## config.mk

```make
export PLATFORM = sky130hd
export DESIGN_NAME = data_ram_master_flat
export DESIGN_NICKNAME = d
export VERILOG_FILES = /design/src/rtl/data_ram_master_pkg.sv /design/src/rtl/data_ram_master_if.sv /design/src/rtl/data_ram_master_lsu_lane_align.sv /design/src/rtl/data_ram_master.sv /design/src/flat_wrapper.sv
export SDC_FILE = /design/constraint.sdc
export NUM_CORES = 1
export LEC_CHECK = 0
export CORE_MARGIN = 8
export CORE_UTILIZATION = 42
export DETAILED_ROUTE_END_ITERATION = 8
export PLACE_DENSITY = 0.81
export SLEW_MARGIN = 20
export SYNTH_ARGS = -nofsm -noshare
export SYNTH_HDL_FRONTEND = slang
export SYNTH_SLANG_ARGS = --single-unit
export TNS_END_PERCENT = 30
```

## constraint.sdc

```tcl
create_clock -name clk -period 2.2 [get_ports clk]
set_input_delay 0.55 -clock clk [delete_from_list [all_inputs] [get_ports clk]]
set_output_delay 0.55 -clock clk [all_outputs]
set_load 0.005 [all_outputs]
```

## src/rtl/data_ram_master_pkg.sv

```systemverilog
// Shared definitions for the data RAM master: op encodings, RAM control levels
// and FSM state encoding.
package data_ram_master_pkg;

    typedef enum logic [2:0] {
        OpLb  = 3'd0,
        OpLbu = 3'd1,
        OpLh  = 3'd2,
        OpLhu = 3'd3,
        OpLw  = 3'd4,
        OpSb  = 3'd5,
        OpSh  = 3'd6,
        OpSw  = 3'd7
    } op_e;

    localparam logic        CHIP_ENABLE   = 1'b1;
    localparam logic        CHIP_DISABLE  = 1'b0;
    localparam logic        WRITE_ENABLE  = 1'b1;
    localparam logic        WRITE_DISABLE = 1'b0;
    localparam logic [31:0] ZERO_WORD     = 32'h0000_0000;

    typedef enum logic [1:0] {
        StIdle   = 2'd0,
        StAccess = 2'd1,
        StResp   = 2'd2
    } state_e;

    function automatic logic op_is_store(logic [2:0] op);
        return op[2] & (op[1] | op[0]);
    endfunction

endpackage

```

## src/rtl/data_ram_master_if.sv

```systemverilog
// Pipeline request/response handshake plus the data RAM port.
// master: the data_ram_master itself; slave: pipeline and RAM around it.
interface data_ram_master_if #(
    parameter int unsigned ADDR_W = 32,
    parameter int unsigned DATA_W = 32,
    parameter int unsigned TAG_W  = 5
);
    logic              req_valid;
    logic              req_ready;
    logic [2:0]        req_op;
    logic [ADDR_W-1:0] req_addr;
    logic [DATA_W-1:0] req_wdata;
    logic [TAG_W-1:0]  req_tag;

    logic              resp_valid;
    logic              resp_ready;
    logic [DATA_W-1:0] resp_rdata;
    logic [TAG_W-1:0]  resp_tag;
    logic              resp_misalign;
    logic [ADDR_W-1:0] resp_addr;

    logic              ram_en;
    logic              ram_write_en;
    logic [3:0]        ram_write_sel;
    logic [ADDR_W-1:0] ram_addr;
    logic [DATA_W-1:0] ram_write_data;
    logic [DATA_W-1:0] ram_read_data;

    modport master (
        input  req_valid, req_op, req_addr, req_wdata, req_tag, resp_ready, ram_read_data,
        output req_ready, resp_valid, resp_rdata, resp_tag, resp_misalign, resp_addr,
               ram_en, ram_write_en, ram_write_sel, ram_addr, ram_write_data
    );

    modport slave (
        output req_valid, req_op, req_addr, req_wdata, req_tag, resp_ready, ram_read_data,
        input  req_ready, resp_valid, resp_rdata, resp_tag, resp_misalign, resp_addr,
               ram_en, ram_write_en, ram_write_sel, ram_addr, ram_write_data
    );
endinterface

```

## src/rtl/data_ram_master_lsu_lane_align.sv

```systemverilog
// Big-endian byte-lane mapping: store lane selects/replication, load extraction
// with sign/zero extension, and alignment fault detection.
module data_ram_master_lsu_lane_align
    import data_ram_master_pkg::*;
(
    input  logic [2:0]  op,
    input  logic [1:0]  offset,
    input  logic [31:0] wdata,
    input  logic [31:0] rdata,
    output logic [3:0]  write_sel,
    output logic [31:0] write_data,
    output logic [31:0] load_data,
    output logic        misalign,
    output logic        store
);
    logic [7:0]  rd_byte;
    logic [15:0] rd_half;

    // Lane 0 (lowest address) lives in the most significant byte.
    always_comb begin
        rd_byte = rdata[31:24];
        unique case (offset)
            2'd0: rd_byte = rdata[31:24];
            2'd1: rd_byte = rdata[23:16];
            2'd2: rd_byte = rdata[15:8];
            2'd3: rd_byte = rdata[7:0];
            default: rd_byte = rdata[31:24];
        endcase
        rd_half = offset[1] ? rdata[15:0] : rdata[31:16];
    end

    always_comb begin
        write_sel  = 4'b0000;
        write_data = ZERO_WORD;
        load_data  = ZERO_WORD;
        misalign   = 1'b0;
        store      = op_is_store(op);
        unique case (op_e'(op))
            OpLb:  load_data = {{24{rd_byte[7]}}, rd_byte};
            OpLbu: load_data = {24'h000000, rd_byte};
            OpLh: begin
                load_data = {{16{rd_half[15]}}, rd_half};
                misalign  = offset[0];
            end
            OpLhu: begin
                load_data = {16'h0000, rd_half};
                misalign  = offset[0];
            end
            OpLw: begin
                load_data = rdata;
                misalign  = |offset;
            end
            OpSb: begin
                write_sel  = 4'b1000 >> offset;
                write_data = {4{wdata[7:0]}};
            end
            OpSh: begin
                write_sel  = offset[1] ? 4'b0011 : 4'b1100;
                write_data = {2{wdata[15:0]}};
                misalign   = offset[0];
            end
            OpSw: begin
                write_sel  = 4'b1111;
                write_data = wdata;
                misalign   = |offset;
            end
            default: ;
        endcase
    end
endmodule

```

## src/rtl/data_ram_master.sv

```systemverilog
// MEM-stage data RAM initiator: one load/store at a time, IDLE -> ACCESS -> RESP,
// misaligned ops skip ACCESS and fault straight to RESP.
module data_ram_master
    import data_ram_master_pkg::*;
#(
    parameter int unsigned ADDR_W = 32,
    parameter int unsigned DATA_W = 32,
    parameter int unsigned TAG_W  = 5
) (
    input logic               clk,
    input logic               rst,
    data_ram_master_if.master bus
);
    state_e            state_q;
    logic [2:0]        op_q;
    logic [ADDR_W-1:0] addr_q;
    logic [TAG_W-1:0]  tag_q;

    logic              req_ready_q;
    logic              resp_valid_q;
    logic              resp_misalign_q;
    logic [DATA_W-1:0] resp_rdata_q;
    logic [TAG_W-1:0]  resp_tag_q;
    logic [ADDR_W-1:0] resp_addr_q;

    logic              ram_en_q;
    logic              ram_we_q;
    logic [3:0]        ram_sel_q;
    logic [ADDR_W-1:0] ram_addr_q;
    logic [DATA_W-1:0] ram_wdata_q;

    logic [2:0]        lane_op;
    logic [1:0]        lane_offset;
    logic [3:0]        lane_sel;
    logic [DATA_W-1:0] lane_wdata;
    logic [DATA_W-1:0] lane_load;
    logic              lane_misalign;
    logic              lane_store;
    logic              accept;

    // In IDLE the aligner decodes the incoming request; in ACCESS the latched one.
    assign lane_op     = (state_q == StIdle) ? bus.req_op : op_q;
    assign lane_offset = (state_q == StIdle) ? bus.req_addr[1:0] : addr_q[1:0];
    assign accept      = bus.req_valid & req_ready_q;

    data_ram_master_lsu_lane_align u_lane_align (
        .op         (lane_op),
        .offset     (lane_offset),
        .wdata      (bus.req_wdata),
        .rdata      (bus.ram_read_data),
        .write_sel  (lane_sel),
        .write_data (lane_wdata),
        .load_data  (lane_load),
        .misalign   (lane_misalign),
        .store      (lane_store)
    );

    always_ff @(posedge clk) begin
        if (!rst) begin
            state_q         <= StIdle;
            op_q            <= '0;
            addr_q          <= '0;
            tag_q           <= '0;
            req_ready_q     <= 1'b0;
            resp_valid_q    <= 1'b0;
            resp_misalign_q <= 1'b0;
            resp_rdata_q    <= '0;
            resp_tag_q      <= '0;
            resp_addr_q     <= '0;
            ram_en_q        <= CHIP_DISABLE;
            ram_we_q        <= WRITE_DISABLE;
            ram_sel_q       <= '0;
            ram_addr_q      <= '0;
            ram_wdata_q     <= '0;
        end else begin
            unique case (state_q)
                StIdle: begin
                    req_ready_q <= 1'b1;
                    if (accept) begin
                        op_q        <= bus.req_op;
                        addr_q      <= bus.req_addr;
                        tag_q       <= bus.req_tag;
                        req_ready_q <= 1'b0;
                        if (lane_misalign) begin
                            state_q         <= StResp;
                            resp_valid_q    <= 1'b1;
                            resp_misalign_q <= 1'b1;
                            resp_rdata_q    <= '0;
                            resp_tag_q      <= bus.req_tag;
                            resp_addr_q     <= bus.req_addr;
                        end else begin
                            state_q     <= StAccess;
                            ram_en_q    <= CHIP_ENABLE;
                            ram_we_q    <= lane_store ? WRITE_ENABLE : WRITE_DISABLE;
                            ram_sel_q   <= lane_sel;
                            ram_addr_q  <= {bus.req_addr[ADDR_W-1:2], 2'b00};
                            ram_wdata_q <= lane_wdata;
                        end
                    end
                end
                StAccess: begin
                    state_q         <= StResp;
                    ram_en_q        <= CHIP_DISABLE;
                    ram_we_q        <= WRITE_DISABLE;
                    ram_sel_q       <= '0;
                    ram_addr_q      <= '0;
                    ram_wdata_q     <= '0;
                    resp_valid_q    <= 1'b1;
                    resp_misalign_q <= 1'b0;
                    resp_rdata_q    <= lane_load;
                    resp_tag_q      <= tag_q;
                    resp_addr_q     <= addr_q;
                end
                StResp: begin
                    if (bus.resp_ready) begin
                        state_q         <= StIdle;
                        req_ready_q     <= 1'b1;
                        resp_valid_q    <= 1'b0;
                        resp_misalign_q <= 1'b0;
                        resp_rdata_q    <= '0;
                        resp_tag_q      <= '0;
                        resp_addr_q     <= '0;
                    end
                end
                default: state_q <= StIdle;
            endcase
        end
    end

    assign bus.req_ready      = req_ready_q;
    assign bus.resp_valid     = resp_valid_q;
    assign bus.resp_misalign  = resp_misalign_q;
    assign bus.resp_rdata     = resp_rdata_q;
    assign bus.resp_tag       = resp_tag_q;
    assign bus.resp_addr      = resp_addr_q;
    assign bus.ram_en         = ram_en_q;
    assign bus.ram_write_en   = ram_we_q;
    assign bus.ram_write_sel  = ram_sel_q;
    assign bus.ram_addr       = ram_addr_q;
    assign bus.ram_write_data = ram_wdata_q;
endmodule
```

## src/flat_wrapper.sv

```systemverilog
// flat-port wrapper written by rule: the top's interface ports become plain ports
module data_ram_master_flat import data_ram_master_pkg::*;
#(
    parameter int unsigned ADDR_W = 32,
    parameter int unsigned DATA_W = 32,
    parameter int unsigned TAG_W  = 5
)
  (clk, rst, bus_req_valid, bus_req_op, bus_req_addr, bus_req_wdata, bus_req_tag, bus_resp_ready, bus_ram_read_data, bus_req_ready, bus_resp_valid, bus_resp_rdata, bus_resp_tag, bus_resp_misalign, bus_resp_addr, bus_ram_en, bus_ram_write_en, bus_ram_write_sel, bus_ram_addr, bus_ram_write_data);
  data_ram_master_if #(.ADDR_W(ADDR_W), .DATA_W(DATA_W), .TAG_W(TAG_W)) bus_i ();
  input logic clk;
  input logic rst;
  input wire logic [$bits(bus_i.req_valid)-1:0] bus_req_valid;
  input wire logic [$bits(bus_i.req_op)-1:0] bus_req_op;
  input wire logic [$bits(bus_i.req_addr)-1:0] bus_req_addr;
  input wire logic [$bits(bus_i.req_wdata)-1:0] bus_req_wdata;
  input wire logic [$bits(bus_i.req_tag)-1:0] bus_req_tag;
  input wire logic [$bits(bus_i.resp_ready)-1:0] bus_resp_ready;
  input wire logic [$bits(bus_i.ram_read_data)-1:0] bus_ram_read_data;
  output wire logic [$bits(bus_i.req_ready)-1:0] bus_req_ready;
  output wire logic [$bits(bus_i.resp_valid)-1:0] bus_resp_valid;
  output wire logic [$bits(bus_i.resp_rdata)-1:0] bus_resp_rdata;
  output wire logic [$bits(bus_i.resp_tag)-1:0] bus_resp_tag;
  output wire logic [$bits(bus_i.resp_misalign)-1:0] bus_resp_misalign;
  output wire logic [$bits(bus_i.resp_addr)-1:0] bus_resp_addr;
  output wire logic [$bits(bus_i.ram_en)-1:0] bus_ram_en;
  output wire logic [$bits(bus_i.ram_write_en)-1:0] bus_ram_write_en;
  output wire logic [$bits(bus_i.ram_write_sel)-1:0] bus_ram_write_sel;
  output wire logic [$bits(bus_i.ram_addr)-1:0] bus_ram_addr;
  output wire logic [$bits(bus_i.ram_write_data)-1:0] bus_ram_write_data;
  assign bus_i.req_valid = bus_req_valid;
  assign bus_i.req_op = bus_req_op;
  assign bus_i.req_addr = bus_req_addr;
  assign bus_i.req_wdata = bus_req_wdata;
  assign bus_i.req_tag = bus_req_tag;
  assign bus_i.resp_ready = bus_resp_ready;
  assign bus_i.ram_read_data = bus_ram_read_data;
  assign bus_req_ready = bus_i.req_ready;
  assign bus_resp_valid = bus_i.resp_valid;
  assign bus_resp_rdata = bus_i.resp_rdata;
  assign bus_resp_tag = bus_i.resp_tag;
  assign bus_resp_misalign = bus_i.resp_misalign;
  assign bus_resp_addr = bus_i.resp_addr;
  assign bus_ram_en = bus_i.ram_en;
  assign bus_ram_write_en = bus_i.ram_write_en;
  assign bus_ram_write_sel = bus_i.ram_write_sel;
  assign bus_ram_addr = bus_i.ram_addr;
  assign bus_ram_write_data = bus_i.ram_write_data;
  data_ram_master #(.ADDR_W(ADDR_W), .DATA_W(DATA_W), .TAG_W(TAG_W)) u_core (.clk(clk), .rst(rst), .bus(bus_i));
endmodule
```

# After elaboration in Yosys (flattened, before gate mapping)
# Index checks and enable logic that the tools add are counted.
totals:
  reg_bits: 184
  output_inout_bits: 142
classes:
  n_eq_ne: 16
  muxes: 48
  n_reduce_logical: 14
  n_bitwise: 3
  shifts: 1
op_table:
  columns: ["operator", "n"]
  rows:
  - ["two-way mux 32 bit", 9]
  - ["one-hot mux 32 bit (3 select lines)", 3]
  - ["one-hot mux 32 bit (5 select lines)", 1]
  - ["one-hot mux 32 bit (2 select lines)", 2]
  - ["one-hot mux 8 bit (4 select lines)", 1]
  - ["two-way mux 16 bit", 1]
  - ["two-way mux 5 bit", 3]
  - ["one-hot mux 5 bit (3 select lines)", 1]
  - ["equality test 3 bit, second input constant", 4]
  - ["two-way mux 4 bit", 3]
  - ["one-hot mux 4 bit (3 select lines)", 1]
  - ["two-way mux 1 bit", 10]
  - ["two-way mux 2 bit", 4]
  - ["one-hot mux 1 bit (2 select lines)", 4]
  - ["one-hot mux 4 bit (2 select lines)", 1]
  - ["equality test 2 bit, second input constant", 3]
  - ["equality test 3 x 2 -> 1 bit, second input constant", 2]
  - ["one-hot mux 1 bit (3 select lines)", 2]
  - ["one-hot mux 2 bit (3 select lines)", 1]
  - ["AND reduction 2 bit", 3]
  - ["equality test 2 x 1 -> 1 bit, second input constant", 2]
  - ["zero test 2 bit", 2]
  - ["!= test 2 x 1 -> 1 bit, second input constant", 2]
  - ["!= test 2 bit, second input constant", 2]
  - ["other kinds (12)", 15]

# Logic depth before layout (Yosys ltp)
depth:
  word_depth: 8
  mapped_depth: 11
  ltp_nobuf: 8

# Modules after synthesis
# Synthesis repeated with hierarchy kept, for this count alone.
hier_totals:
  cells_unflattened: 1220
  area_unflattened_um2: 9645.5
by_module_without_submodules:
  columns: ["module", "seq_area_each_um2", "area_each_um2", "n_inst", "cells_per_inst"]
  rows:
  - ["data_ram_master", 3643.5, 8110.3, 1, 996]
  - ["data_ram_master_lsu_lane_align", 0.0, 1535.2, 1, 224]

# Least setup slack after synthesis
# No wires, ideal clock.
synth_path:
  path_kind: "reg2reg"
  startpoint: "register u_core.state_q[0]"
  endpoint: "register u_core.resp_rdata_q[21], in the netlist u_core.bus.resp_rdata[21]"
  required_ns: 2.081
  path_slack_ns: 0.016
  stages_incl_launch_ff: 11
  arrival_ns: 2.065
  cell_sequence: "dfxtp_1 -> inv_1 -> ha_1 -> buf_4 -> mux2i_4 -> mux2_2 -> a21oi_1 -> nor3_2 -> o21bai_4 -> buf_2 -> nand2_1"
synth_via:
  elab_chain_cells: 7
  elab_cells_between_ends: 29
  cone_classes: "14 x eq/ne; 7 x mux; 8 x reduce/logical"
synth_lines:
  columns: ["element", "line", "rtl"]
  rows:
  - ["from (decl)", "data_ram_master.sv:14", "state_e state_q;"]
  - ["from (signal assigned)", "data_ram_master.sv:60", "state_q <= StIdle;"]
  - ["from (signal assigned)", "data_ram_master.sv:85", "state_q <= StResp;"]
  - ["from (signal assigned)", "data_ram_master.sv:92", "state_q <= StAccess;"]
  - ["zero test 2 bit", "data_ram_master.sv:42, data_ram_master.sv:43, data_ram_master.sv:76", null]
  - ["two-way mux 3 bit", "data_ram_master.sv:42", "assign lane_op = (state_q == StIdle) ? bus.req_op : op_q;"]
  - ["equality test 3 bit or equality test 3 x 2 -> 1 bit (tied branches)", "data_ram_master_lsu_lane_align.sv:38", "unique case (op_e'(op))"]
  - ["OR reduction 3 bit (no source line) or OR reduction 2 bit (tied branches)", null, null]
  - ["one-hot mux 1 bit (2 select lines)", "data_ram_master_lsu_lane_align.sv:38", null]
  - ["!= test 2 x 1 -> 1 bit (no source line)", null, null]
  - ["AND reduction 4 bit (no source line)", null, null]
  - ["to (signal assigned)", "data_ram_master.sv:110", "resp_rdata_q <= lane_load;"]
  - ["to (decl)", "data_ram_master.sv:22", "logic [DATA_W-1:0] resp_rdata_q;"]
# Parallel ways exist; a longest one is shown, timed or not.
# A chain may end at the register's enable or synchronous reset.

# Final worst setup path
layout_path:
  startpoint: "input bus_req_op[0]"
  endpoint: "register u_core.resp_rdata_q[5], in the netlist u_core.bus.resp_rdata[5]"
layout_via:
  elab_chain_cells: 6
  elab_cells_between_ends: 15
  cone_classes: "7 x eq/ne; 4 x mux; 4 x reduce/logical"
layout_lines:
  columns: ["element", "line", "rtl"]
  rows:
  - ["from (decl)", "flat_wrapper.sv:13", "input wire logic [$bits(bus_i.req_op)-1:0] bus_req_op;"]
  - ["two-way mux 3 bit *", "data_ram_master.sv:42", null]
  - ["equality test 3 bit or equality test 3 x 2 -> 1 bit (tied branches)", "data_ram_master_lsu_lane_align.sv:38", null]
  - ["OR reduction 3 bit (no source line) or OR reduction 2 bit (tied branches)", null, null]
  - ["one-hot mux 1 bit (2 select lines)", "data_ram_master_lsu_lane_align.sv:38", null]
  - ["!= test 2 x 1 -> 1 bit (no source line)", null, null]
  - ["AND reduction 4 bit (no source line)", null, null]
# Every way passes the cells marked *; elsewhere a longest branch is shown, timed or not.

==> impl_metrics.tcl <==
set metrics [dict create \
    run_status "completed" \
    avgSynthCellArea_sq_um 8.29 \
    finalHoldViolCount 0 \
    post_drt_via_cell_ratio 5.43 \
    drive_gt1_frac 0.137 \
    hold_path.class "reg -> reg" \
    floorplan.core_area_sq_mm 0.0186 \
    ff_latch_count_synth 182 \
    route.vias.total 8016 \
    worst_pin_slew_ns 0.588 \
    synth.yosys.seq_area_share 0.462 \
    floorplan.rows 50 \
    die_h_microns 153 \
    synth_cell_type_count 54 \
    final_max_slew_viol_count 0 \
    synth.yosys.warnings 0 \
    grt_start_max_net_pins 63 \
    crit_fanout 14 \
    layout_worst_path_cycle_share 0.969 \
    cts_max_level 4 \
    ys_dominant_reg_cell "sky130_fd_sc_hd__dfxtp_1" \
    first_iter_violations 441 \
    nFillCells 1547 \
    endpoint_kind "flip-flop" \
    netlist_area_sq_mm 0.00789 \
    timing.final.setup_violations 0 \
    grt_usage 0.213 \
    finish.instance_area_sq_mm 0.0119 \
    drc_markers 0 \
    multiInputGateArea_sq_mm 0.00398 \
    fmax_mhz 469 \
    global_route.overflow_total 0 \
    finalWorstSetupSlack_ns 0.0687 \
    clock_insertion_delay_worst_skew_ns 0.42 \
    placedInstanceArea_sq_mm 0.0110 \
    synth_edf_count 0 \
    cts.reportedPaths.clkPinSlew_ns 0.07 \
    postRouteWirelength_microns 25900 \
    startpoint_type "primary input" \
    ant_nets_after_route 0 \
    path_class "in -> reg" \
    antennaDiodeCount 0 \
    die_width_microns 153 \
    crit-reg2reg-launch "u_core.state_q[1]" \
    wire_length_of_the_first_global_routing_pass_microns 41000 \
    crit_arrival_ns 2.43 \
    antenna_found_initial 1 \
    final_util 0.641 \
    async_reset_ff_frac 0 \
    p_per_area_mw_per_mm2 1080 \
    wire_per_inst_microns 17.6 \
    final_nets 1342 \
    io_pins 250 \
    min_period_ns 2.13 \
    deepest_clock_path_buffer_count 2 \
    die_area_sq_mm 0.0234 \
    rsz0062_at_grt "yes" \
    drt-pass1-iter-count 5 \
    clkSinkCount 182 \
    io_buffers 247 \
    dpl.cell_count 1430 \
    timing.setup.tns_ns 0 \
    fin_worst_skew_ns 0.0100 \
    max-cap-violations 0 \
    total_cts_buffers 17 \
    leakage_nw 4.37 \
    max-slew-margin-rel 0.608 \
    initial_core_util 0.425 \
    area_growth_pct 50.9 \
    power.ir.vdd_worst_uv 474 \
    first_global_vias 7694 \
    stdcell_count 1476 \
    crit_required_ns 2.50 \
    cells_after_synth 952 \
    pre_cts_ws_ns -0.526 \
    hold_buffers 0 \
    detailed_place_hpwl_microns 18100 \
    crit_start "bus_req_op[0]" \
    worst_hold_startpoint "u_core.bus.ram_write_data[27]" \
    final-seq-area_sq_mm 0.00364 \
    root_buffer "sky130_fd_sc_hd__clkbuf_16" \
    place_congestion 0.845 \
    cts_tree "yes" \
]
critical path, cell delays in order:
cell                              delay [ns]
sky130_fd_sc_hd__clkdlybuf4s50_1        0.46
sky130_fd_sc_hd__xnor2_1                0.30
sky130_fd_sc_hd__nor4b_4                0.33
sky130_fd_sc_hd__o21a_4                 0.28
sky130_fd_sc_hd__nor2_4                 0.07
sky130_fd_sc_hd__clkbuf_16              0.18
sky130_fd_sc_hd__buf_4                  0.13
sky130_fd_sc_hd__nand2_1                0.06
sky130_fd_sc_hd__o21ai_1                0.06
what timing repair did:
item	CTS	global route
endpoints found under the setup margin	137	113
buffers inserted	3	7
pin swaps	4	7
resized for setup	12	26
cloned	1	3
final cells by class:
class,count,area share
Timing Repair Buffer,336,0.282
Multi-Input combinational cell,683,0.334
Tap cell,234,0.0246
Clock buffer,20,0.0392
Inverter,9,0.00284
Clock inverter,12,0.0117
Sequential cell,182,0.306
state kept, by name (all words and copies together), names as in the netlist:
register / flops
u_core.bus.resp_tag: 5
u_core.op_q: 3
u_core.bus.ram_en: 1
u_core.addr_q: 32
u_core.bus.resp_addr: 32
u_core.bus.resp_rdata: 32
u_core.bus.ram_write_data: 32
u_core.bus.ram_write_en: 1
u_core.bus.ram_addr: 30
u_core.bus.req_ready: 1
u_core.bus.resp_valid: 1
u_core.state_q: 2
u_core.bus.ram_write_sel: 4
u_core.bus.resp_misalign: 1
u_core.tag_q: 5
cells in the final DEF, fill, tap and decap left out, types with 7 or more instances in the layout:
cell type / netlist / routed
sky130_fd_sc_hd__dfxtp_1: 182 / 181
sky130_fd_sc_hd__a22oi_1: 40 / 37
sky130_fd_sc_hd__nand2_1: 189 / 189
sky130_fd_sc_hd__o21ai_1: 9 / 8
sky130_fd_sc_hd__mux2i_1: 12 / 10
sky130_fd_sc_hd__a21oi_1: 62 / 61
sky130_fd_sc_hd__nor2_1: 67 / 64
sky130_fd_sc_hd__nand4_1: 30 / 30
sky130_fd_sc_hd__o211ai_1: 10 / 10
sky130_fd_sc_hd__buf_4: 11 / 72
sky130_fd_sc_hd__nand3_1: 39 / 38
sky130_fd_sc_hd__a221oi_1: 8 / 7
sky130_fd_sc_hd__a22o_1: 8 / 8
sky130_fd_sc_hd__o21ai_0: 62 / 61
sky130_fd_sc_hd__clkbuf_16: 0 / 20
sky130_fd_sc_hd__nand2b_1: 44 / 43
sky130_fd_sc_hd__buf_12: 0 / 12
sky130_fd_sc_hd__a311oi_1: 37 / 36
sky130_fd_sc_hd__clkdlybuf4s50_1: 0 / 244
cells by family after synthesis:
family,Yosys count,synth area share
and+or+nand+nor,394,0.229
adders and majority gates,5,0.00793
DFF,182,0.462
buffers and inverters,89,0.0541
AOI/OAI and AO/OA,262,0.221
other,1,0.000475
muxes,17,0.0238
xor gates and xnor gates,2,0.00222
cell usage after synthesis, types with 4 or more instances:
cell type | instances | area (sq um)
sky130_fd_sc_hd__o21ai_1 | 9 | 45.0
sky130_fd_sc_hd__a22o_1 | 8 | 70.1
sky130_fd_sc_hd__buf_4 | 11 | 82.6
sky130_fd_sc_hd__nand4_1 | 30 | 188
sky130_fd_sc_hd__nand2_1 | 189 | 709
sky130_fd_sc_hd__nor2_1 | 67 | 251
sky130_fd_sc_hd__buf_6 | 4 | 45.0
sky130_fd_sc_hd__nand3_1 | 39 | 195
sky130_fd_sc_hd__dfxtp_1 | 182 | 3640
sky130_fd_sc_hd__mux2i_1 | 12 | 120
sky130_fd_sc_hd__nor3_1 | 6 | 30.0
sky130_fd_sc_hd__a211oi_1 | 4 | 30.0
sky130_fd_sc_hd__a311oi_1 | 37 | 324
sky130_fd_sc_hd__a21oi_1 | 62 | 310
sky130_fd_sc_hd__ha_1 | 5 | 62.6
sky130_fd_sc_hd__inv_1 | 9 | 33.8
sky130_fd_sc_hd__buf_2 | 17 | 85.1
sky130_fd_sc_hd__o21ai_0 | 62 | 310
sky130_fd_sc_hd__a221oi_1 | 8 | 70.1
sky130_fd_sc_hd__nand2b_1 | 44 | 275
sky130_fd_sc_hd__mux2_2 | 4 | 45.0
sky130_fd_sc_hd__clkbuf_1 | 48 | 180
sky130_fd_sc_hd__o211ai_1 | 10 | 75.1
sky130_fd_sc_hd__nor2b_1 | 7 | 43.8
sky130_fd_sc_hd__a22oi_1 | 40 | 300
per-layer routing:
layer / track usage / wire (microns) / vias up
met5: 0 / 8 / -
met1: 0.259 / 11100 / 3764
li1: - / - / 3935
met3: 0.0561 / 1670 / 50
met2: 0.348 / 12400 / 265
met4: 0.0928 / 789 / 2
through the flow:
step	total power [W]	hold slack, ns
6_report	0.0129	0.449
5_1_grt	0.0137	0.467
3_5_place_dp	0.00934	0.441
3_3_place_gp	0.00923	0.432
2_1_floorplan	0.00701	0.437
4_1_cts	0.0126	0.451
final timing paths:
check	to	slack, ns	depth (start not counted)
setup / recovery	u_core.bus.resp_rdata[5]	0.07	9
hold / removal	u_core.bus.ram_write_data[27]	0.45	2
setup reg to reg	u_core.bus.resp_rdata[5]	0.12	10
hold reg to reg	u_core.bus.ram_write_data[27]	0.45	2
power breakdown:
group / internal (W) / switching, W / leakage (nW)
sequential: 0.00385 / 0.000303 / 1.48
combinational: 0.00280 / 0.00279 / 2.59
clock: 0.00179 / 0.00135 / 0.298
total: 0.00844 / 0.00444 / 4.37
Note: power is estimated with default switching activity, not from simulation.
